$ cat config.mk
export PLATFORM = sky130hd
export DESIGN_NAME = pulse_width_meter
export DESIGN_NICKNAME = d
export VERILOG_FILES = /design/src/rtl/pulse_width_meter_pkg.sv /design/src/rtl/pulse_width_meter_tick_prescaler.sv /design/src/rtl/pulse_width_meter.sv
export SDC_FILE = /design/constraint.sdc
export NUM_CORES = 1
export LEC_CHECK = 0
export BUFFER_PORTS_ARGS = -buffer_cell sky130_fd_sc_hd__buf_2
export CAP_MARGIN = 10
export CELL_PAD_IN_SITES_DETAIL_PLACEMENT = 0
export CELL_PAD_IN_SITES_GLOBAL_PLACEMENT = 1
export CORE_UTILIZATION = 46
export DETAILED_ROUTE_END_ITERATION = 7
export GPL_TIMING_DRIVEN = 0
export PLACE_DENSITY = 0.87
export SYNTH_ARGS = -nofsm -noshare
export SYNTH_HDL_FRONTEND = slang
export SYNTH_SLANG_ARGS = --single-unit
$ cat constraint.sdc
create_clock -name clk -period 2.5 [get_ports clk]
set_input_delay 0.5 -clock clk [delete_from_list [all_inputs] [get_ports clk]]
set_output_delay 0.5 -clock clk [all_outputs]
set_load 0.03 [all_outputs]
$ cat src/rtl/pulse_width_meter_pkg.sv
// Shared definitions for the pulse width meter and the countdown timers.
// - pwm_state_e    : measurement FSM states
// - DefaultTickDiv : clk cycles per tick, common to the meter and the timers
package pulse_width_meter_pkg;

    typedef enum logic [1:0] {
        StIdle,
        StArmed,
        StRun,
        StDone
    } pwm_state_e;

    localparam int unsigned DefaultTickDiv = 1876;

endpackage

$ cat src/rtl/pulse_width_meter_tick_prescaler.sv
// Tick prescaler: emits a one-cycle tick every TICK_DIV enabled cycles.
// Ports:
//   clk    : system clock
//   rst_n  : asynchronous active-low reset
//   clear  : return the phase counter to 0 (dominates enable)
//   enable : advance the phase counter this cycle
//   tick   : high in the enabled cycle that completes a TICK_DIV period
module pulse_width_meter_tick_prescaler
    import pulse_width_meter_pkg::*;
#(
    parameter int unsigned TICK_DIV = DefaultTickDiv
) (
    input  logic clk,
    input  logic rst_n,
    input  logic clear,
    input  logic enable,
    output logic tick
);

    localparam int unsigned CntW = (TICK_DIV > 1) ? $clog2(TICK_DIV) : 1;
    localparam logic [CntW-1:0] CntMax = CntW'(TICK_DIV - 1);

    logic [CntW-1:0] cnt_q, cnt_d;

    always_comb begin
        cnt_d = cnt_q;
        if (clear) begin
            cnt_d = '0;
        end else if (enable) begin
            cnt_d = (cnt_q == CntMax) ? '0 : cnt_q + CntW'(1);
        end
    end

    assign tick = enable & ~clear & (cnt_q == CntMax);

    always_ff @(posedge clk or negedge rst_n) begin
        if (!rst_n) begin
            cnt_q <= '0;
        end else begin
            cnt_q <= cnt_d;
        end
    end

endmodule

$ cat src/rtl/pulse_width_meter.sv
// Pulse width meter: measures one active-high pulse on trig_in in prescaled ticks.
// Ports:
//   clk, rst_n : clock, asynchronous active-low reset
//   arm        : clear and wait for the next rising edge of trig_in
//   trig_in    : pulse under measurement (synchronous to clk)
//   ack        : consumer acknowledge, honoured only while valid
//   elapsed    : measured width in ticks, saturating
//   valid      : result available until ack or arm
//   busy       : waiting for or measuring a pulse
//   overflow   : width saturated at all-ones (qualified by valid)
module pulse_width_meter
    import pulse_width_meter_pkg::*;
#(
    parameter int unsigned WIDTH    = 16,
    parameter int unsigned TICK_DIV = DefaultTickDiv
) (
    input  logic             clk,
    input  logic             rst_n,
    input  logic             arm,
    input  logic             trig_in,
    input  logic             ack,
    output logic [WIDTH-1:0] elapsed,
    output logic             valid,
    output logic             busy,
    output logic             overflow
);

    localparam logic [WIDTH-1:0] CntSat = '1;

    pwm_state_e       state_q, state_d;
    logic             trig_q;
    logic [WIDTH-1:0] counter_q, counter_d;
    logic [WIDTH-1:0] elapsed_q, elapsed_d;
    logic             overflow_q, overflow_d;
    logic             rise, fall;
    logic             presc_en, tick;

    assign rise = trig_in & ~trig_q;
    assign fall = ~trig_in & trig_q;

    // The rise cycle is the first high cycle; the fall cycle is not counted.
    assign presc_en = ~arm & (((state_q == StArmed) & rise) | ((state_q == StRun) & ~fall));

    pulse_width_meter_tick_prescaler #(
        .TICK_DIV (TICK_DIV)
    ) u_prescaler (
        .clk    (clk),
        .rst_n  (rst_n),
        .clear  (arm),
        .enable (presc_en),
        .tick   (tick)
    );

    // State register
    always_ff @(posedge clk or negedge rst_n) begin
        if (!rst_n) begin
            state_q <= StIdle;
        end else begin
            state_q <= state_d;
        end
    end

    // Next state; arm overrides every other event
    always_comb begin
        state_d = state_q;
        if (arm) begin
            state_d = StArmed;
        end else begin
            case (state_q)
                StIdle:  state_d = StIdle;
                StArmed: if (rise) state_d = StRun;
                StRun:   if (fall) state_d = StDone;
                StDone:  if (ack)  state_d = StIdle;
                default: state_d = StIdle;
            endcase
        end
    end

    // Outputs decoded from state
    always_comb begin
        busy  = 1'b0;
        valid = 1'b0;
        case (state_q)
            StArmed, StRun: busy  = 1'b1;
            StDone:         valid = 1'b1;
            default:        ;
        endcase
    end

    // Saturating tick counter and result capture
    always_comb begin
        counter_d  = counter_q;
        overflow_d = overflow_q;
        elapsed_d  = elapsed_q;
        if (arm) begin
            counter_d  = '0;
            overflow_d = 1'b0;
        end else begin
            if (tick) begin
                if (counter_q == CntSat) begin
                    overflow_d = 1'b1;
                end else begin
                    counter_d = counter_q + WIDTH'(1);
                end
            end
            if ((state_q == StRun) && fall) begin
                elapsed_d = counter_q;
            end
        end
    end

    always_ff @(posedge clk or negedge rst_n) begin
        if (!rst_n) begin
            trig_q     <= 1'b0;
            counter_q  <= '0;
            elapsed_q  <= '0;
            overflow_q <= 1'b0;
        end else begin
            trig_q     <= trig_in;
            counter_q  <= counter_d;
            elapsed_q  <= elapsed_d;
            overflow_q <= overflow_d;
        end
    end

    assign elapsed  = elapsed_q;
    assign overflow = overflow_q;

endmodule

==> results of run 1 <==
## synthesized netlist by cell type (2+ instances only)
library cell and n:
a211oi_1 2, inv_1 8, clkbuf_1 2, nor2_1 13, nand2_1 17, nand2b_1 4, dfrtp_1 47, nor3_1 4
o31ai_1 6, or4_1 5, or3_1 5, buf_2 2, a31oi_1 2, a22o_1 3, nor3b_1 2, mux2_2 17
nor4_1 4, ha_1 5, nand4_1 3, a41oi_1 3, and3_1 6, buf_6 4, o21ai_0 14, nand3_1 10
a21oi_1 16
## power by group
part / switching (mW) / total (mW) / leakage [nW] / internal (mW)
Combinational: 0.183 / 0.274 / 0.521 / 0.0903
Clock: 0.243 / 0.642 / 0.0654 / 0.399
Sequential: 0.0225 / 0.803 / 0.650 / 0.780
Total: 0.449 / 1.72 / 1.24 / 1.27
## routing by layer
layer | up-vias | part of all wire [%]
met2 | 35 | 44
met1 | 891 | 51
met4 | 0 | 1.3
met5 | - | 0
li1 | 898 | -
met3 | 6 | 3.6
## sequential cells by signal, indices dropped and copies added (netlist names)
signal,cells
elapsed,16
overflow,1
trig_q,1
state_q,2
u_prescaler.cnt_q,11
counter_q,16
## critical path: cells and delay by family (launching register included)
family / cells / cell delay (ns)
compound gates: 1 / 0.15
fa+ha+maj: 1 / 0.24
buf+inv: 2 / 0.26
flops: 1 / 0.43
simple gates: 4 / 1.03
## area by class of cell
cell class              instances  area [um^2]  share of cell area [%]
clock inverters                 2         60.1                    2.22
plain buffers                   9         66.3                    2.45
inverters                       8         30.0                    1.11
multi-input cells             163         1100                    40.8
flip-flops and latches         47         1180                    43.4
clock buffers                   6         72.6                    2.68
well taps                      67         83.8                    3.10
repair buffers                 23          115                    4.25
## metrics by stage
stage	power, mW	util (%)	hold WS [ns]	instance area [um^2]	worst slack, ns
5_1_grt	1.81	55.8	0.348	2710	0.120
3_3_place_gp	1.09	53.1	0.484	2570	0.239
4_1_cts	1.74	55.8	0.343	2710	0.311
6_report	1.72	55.8	0.351	2710	0.310
3_5_place_dp	1.09	53.1	0.491	2570	0.221
2_1_floorplan	1.01	-	0.204	2380	0.465
## layout by cell type (no fill, tap or decap), types with 2 or more instances in the layout
master     instances
clkbuf_1           3
nand4_1            3
nor2_1            13
o31ai_1            6
buf_2             25
nor4_1             4
o21ai_0           14
nor3_1             4
bufinv_16          2
a22o_1             3
buf_6              4
clkbuf_8           5
inv_1              8
nor3b_1            2
or3_1              5
a41oi_1            3
a21oi_1           16
mux2_2            17
and3_1             6
a211oi_1           2
dfrtp_1           47
nand2_1           17
ha_1               5
nand3_1           10
or4_1              5
nand2b_1           4
a31oi_1            2
## how the worst min path moves through the flow
stage | cells past startpoint | slack, ns | startpoint | to
after floorplan | 0 | 0.20 | rst_n | counter_q[0]
after global placement | 1 | 0.48 | elapsed[12] | elapsed[12]
after detailed placement | 1 | 0.49 | elapsed[11] | elapsed[11]
after CTS | 1 | 0.34 | trig_in | trig_q
after global routing | 1 | 0.35 | trig_in | trig_q
final | 1 | 0.35 | trig_in | trig_q
## logic make-up (layout without fill, tap and decap cells)
kind of cell / count (synthesis) / count (layout)
and+or+nand+nor: 84 / 84
AOI/OAI and AO/OA: 54 / 54
DFF: 47 / 47
muxes: 18 / 18
buffers and inverters: 17 / 48
adders and majority gates: 5 / 5
xor gates and xnor gates: 2 / 2
==> flow_summary.ini, run 1 <==
[outcome]
outcome = finished, final reports clean

[clock_tree]
cts_max_level = 2
cts.root.buffer_cell = clkbuf_8
cts_tree = yes
cts_inserted_buffers = 5
clock_sinks = 47
cts_buffer_depth = 2
postCtsSetupRepairBufs = 0
ctsHoldBuffers = 0
post_cts_resized = 0
path_clk_slew_ns = 0.08
worstSkewPairLatency_ns = 0.30

[die]
core_area_um2 = 4850
die_w_um = 73.9
chipHeight_um = 73.9
rows = 25
initial_core_util_pct = 49.0
io_pins = 24
die-area_um2 = 5460

[synthesis]
syn-instance-count = 227
syn_nets = 237
synth-edff-count = 0
ys.warnings.count = 0
syn-cell-area_um2 = 2380
synth_top_family_by_area = simple AND/OR/NAND/NOR gates
syn_area_per_cell_um2 = 10.5
synth-async-reset-ratio_pct = 100
synth_seq_cells = 47
yosysTopAreaCell = dfrtp_1
synth_top_cell_area_share_pct = 49.5
yosysUniqueCellTypes = 48
synth_xor_area_share_pct = 0.737
synth_compound_area_share_pct = 14.3
yosys.area_share.simple_pct = 20.3
muxShareOfSynthArea_pct = 8.48
synth_top_flop_cell = dfrtp_1
synth_area_leaders = dfrtp_1 (49%), mux2_2 (8.1%), a21oi_1 (3.4%)
synth_fa_ha_area_share_pct = 2.63
yosysSeqAreaShare_pct = 49.5

[setup_path]
rr_startpoint = counter_q[0]
crit_required_ns = 2.73
slowest_stage = or4_1
regToRegEndpoint = counter_q[6]
crit_type = reg2reg
cp-start-kind = flip-flop
cpPeakStageDelay_ns = 0.46
path_cells = ha_1 > and3_1 > and3_1 > buf_6 > and2_4 > buf_6 > or4_1 > a21oi_1
crit_start = counter_q[0]
reg2reg_slack_ns = 0.31
reg2reg_depth = 8
cp-endpoint = counter_q[6]
worst_ep_arrival_time_ns = 2.42
end_kind = flip-flop
critPathMaxFanout = 10

[timing]
fin_crit_ns = 2.19
maxSlewHeadroom_pct = 32.7
finalCritPeriodShare_pct = 87.6
setup_tns_ns = 0
max_clock_freq_ghz = 0.457
tightest_slew_ns = 1.01
hold_viol_final = 0
finClkSkew_ns = 0.00760
setup_violations = 0
rsz0062_at_grt = false
drv_slew = 0

[cells_and_area]
drive_above_1_share_pct = 23.6
final_cells = 325
fill_cells = 433
syn2layout_area_growth_pct = 14.0
layout.nets = 267
insertedDiodeCount = 0

[detailed_routing]
dr_total_vias = 1830
wirelength_mm = 4.64
drc = 0
ant_nets = 0
wl_per_cell_um = 14.3
detail_route.iter0.violations = 94
dr.pass1.iters = 5
via_per_inst = 5.63

[power_and_ir_drop]
ir_drop_mv = 0.347
leakage_nw = 1.24
p_per_area_nw_per_um2 = 635

[grt]
busiest_layer = met2
grt_pass1_vias = 1658
grt_max_degree = 48
overflow = 0
grt_use_met1_pct = 28.2
track_usage_pct = 19.3
grt_util_met3_pct = 4.25
antenna_found_initial = 0
use_met2_pct = 28.4
grt_first_pass_wirelength_mm = 7.93

[placed_design]
place_inst = 317
io_buffer_count = 23
place.detailed.hpwl_mm = 3.24
place_congestion = 0.798

[min_path]
hp-class = in2reg

[run]
drv_cap = 0
Note: power is estimated with default switching activity, not from simulation.
==> run 2, diff against run 1 <==
- PLACE_DENSITY: 0.87 -> 0.81
- SKIP_CTS_REPAIR_TIMING: unset -> 1
==> flow_summary.ini, run 2 (synthesis results as in run 1) <==
[power_and_ir_drop]
ir_drop_mv = 0.306
leakage_nw = 1.22
p_per_area_nw_per_um2 = 606

[timing]
setup_tns_ns = 0
finClkSkew_ns = 0.00488
max_clock_freq_ghz = 0.455
finalCritPeriodShare_pct = 88.0
maxSlewHeadroom_pct = 31.1
rsz0062_at_grt = false
drv_slew = 0
fin_crit_ns = 2.20
hold_viol_final = 0
tightest_slew_ns = 1.03
setup_violations = 0

[die]
core_area_um2 = 4850
die-area_um2 = 5460
initial_core_util_pct = 49.0
chipHeight_um = 73.9
rows = 25
die_w_um = 73.9
io_pins = 24

[detailed_routing]
ant_nets = 0
dr_total_vias = 1795
detail_route.iter0.violations = 90
drc = 0
via_per_inst = 5.54
dr.pass1.iters = 4
wirelength_mm = 4.65
wl_per_cell_um = 14.3

[cells_and_area]
layout.nets = 267
mostFrequentLayoutCell = dfrtp_1
drive_above_1_share_pct = 23.3
fill_cells = 454
seq_area_um2 = 1180
syn2layout_area_growth_pct = 12.7
insertedDiodeCount = 0
multi_input_area_um2 = 1100
mostFrequentLayoutCells = dfrtp_1 (47), buf_2 (25), nand2_1 (17), mux2_2 (17), a21oi_1 (16)
final_core_util_pct = 55.2

[min_path]
hp-class = in2reg
holdPathEnd = trig_q
hp-start = trig_in
holdPathStages = 1

[grt]
grt_first_pass_wirelength_mm = 7.58
antenna_found_initial = 0
overflow = 0
track_usage_pct = 18.6
grt_pass1_vias = 1538
grt_max_degree = 48

[clock_tree]
cts.root.buffer_cell = clkbuf_8
cts_max_level = 2
path_clk_slew_ns = 0.08
cts_tree = yes
cts_buffer_depth = 2
worstSkewPairLatency_ns = 0.30
cts_inserted_buffers = 5
clock_sinks = 47

[setup_path]
crit_type = reg2reg
slowest_stage = dfrtp_1
end_kind = flip-flop
rr_startpoint = counter_q[0]
reg2reg_slack_ns = 0.30
cpPeakStageDelay_ns = 0.42
path_cells = ha_1 > and3_1 > and3_1 > buf_6 > and2_4 > buf_6 > nor3b_1 > mux2_2
critPathMaxFanout = 10
regToRegEndpoint = counter_q[8]
cp_top_family = simple AND/OR/NAND/NOR gates
reg2reg_depth = 8
crit_required_ns = 2.69
worst_ep_arrival_time_ns = 2.39
cp-start-kind = flip-flop
path_buf_inv = 2

[placed_design]
place_congestion = 0.758
place.detailed.hpwl_mm = 3.25
io_buffer_count = 23

[run]
drv_cap = 0

[outcome]
outcome = finished, final reports clean
run 2: changes by cell type in the layout (fill, tap and decap cells not counted), sizes merged:
cell / before / now
bufinv: 2 / 1
run 2: worst max-delay path by stage:
stage	depth (start not counted)	to	start
after global routing	8	u_prescaler.cnt_q[10]	state_q[1]
after global placement	5	elapsed[10]	trig_in
after detailed placement	5	elapsed[13]	trig_in
final	8	counter_q[8]	counter_q[0]
after CTS	8	counter_q[6]	counter_q[0]
after floorplan	8	counter_q[6]	counter_q[0]
run 2: metrics by stage:
step | instances | setup slack (ns) | cell area [um^2] | hold WS, ns | total power, mW
floorplan | 227 | 0.465 | 2380 | 0.204 | 1.01
global placement | 317 | 0.241 | 2570 | 0.484 | 1.09
detailed placement | 317 | 0.232 | 2570 | 0.490 | 1.10
CTS | 324 | 0.307 | 2680 | 0.335 | 1.64
global route | 324 | 0.162 | 2680 | 0.327 | 1.71
finish | 324 | 0.300 | 2680 | 0.337 | 1.62
run 2: where the power goes:
group | internal, mW | switching [mW] | leakage, nW
Sequential | 0.780 | 0.0215 | 0.650
Clock | 0.293 | 0.251 | 0.0513
Combinational | 0.0908 | 0.185 | 0.521
run 2: final cells by class:
class                      instances  area share [%]
tap                               67            3.13
clock buffer                       6            2.71
buffer                             9            2.48
multi-input combinational        163            41.2
sequential                        47            43.9
timing repair buffer              23            4.30
clock inverter                     1            1.12
inverter                           8            1.12
run 2: per-layer routing:
metal | up-vias | global-route usage [%] | share of wire, %
li1 | 895 | - | -
met1 | 859 | 27.7 | 52
met2 | 36 | 26.0 | 43
met3 | 5 | 4.53 | 3.7
met4 | 0 | 6.41 | 1.4
met5 | - | 0 | 0
run 2: worst reg2reg max path, cell delays in order, from the launching register on:
cell,delay (ns)
dfrtp_1,0.42
ha_1,0.24
and3_1,0.23
and3_1,0.20
buf_6,0.13
and2_4,0.15
buf_6,0.13
nor3b_1,0.22
mux2_2,0.36
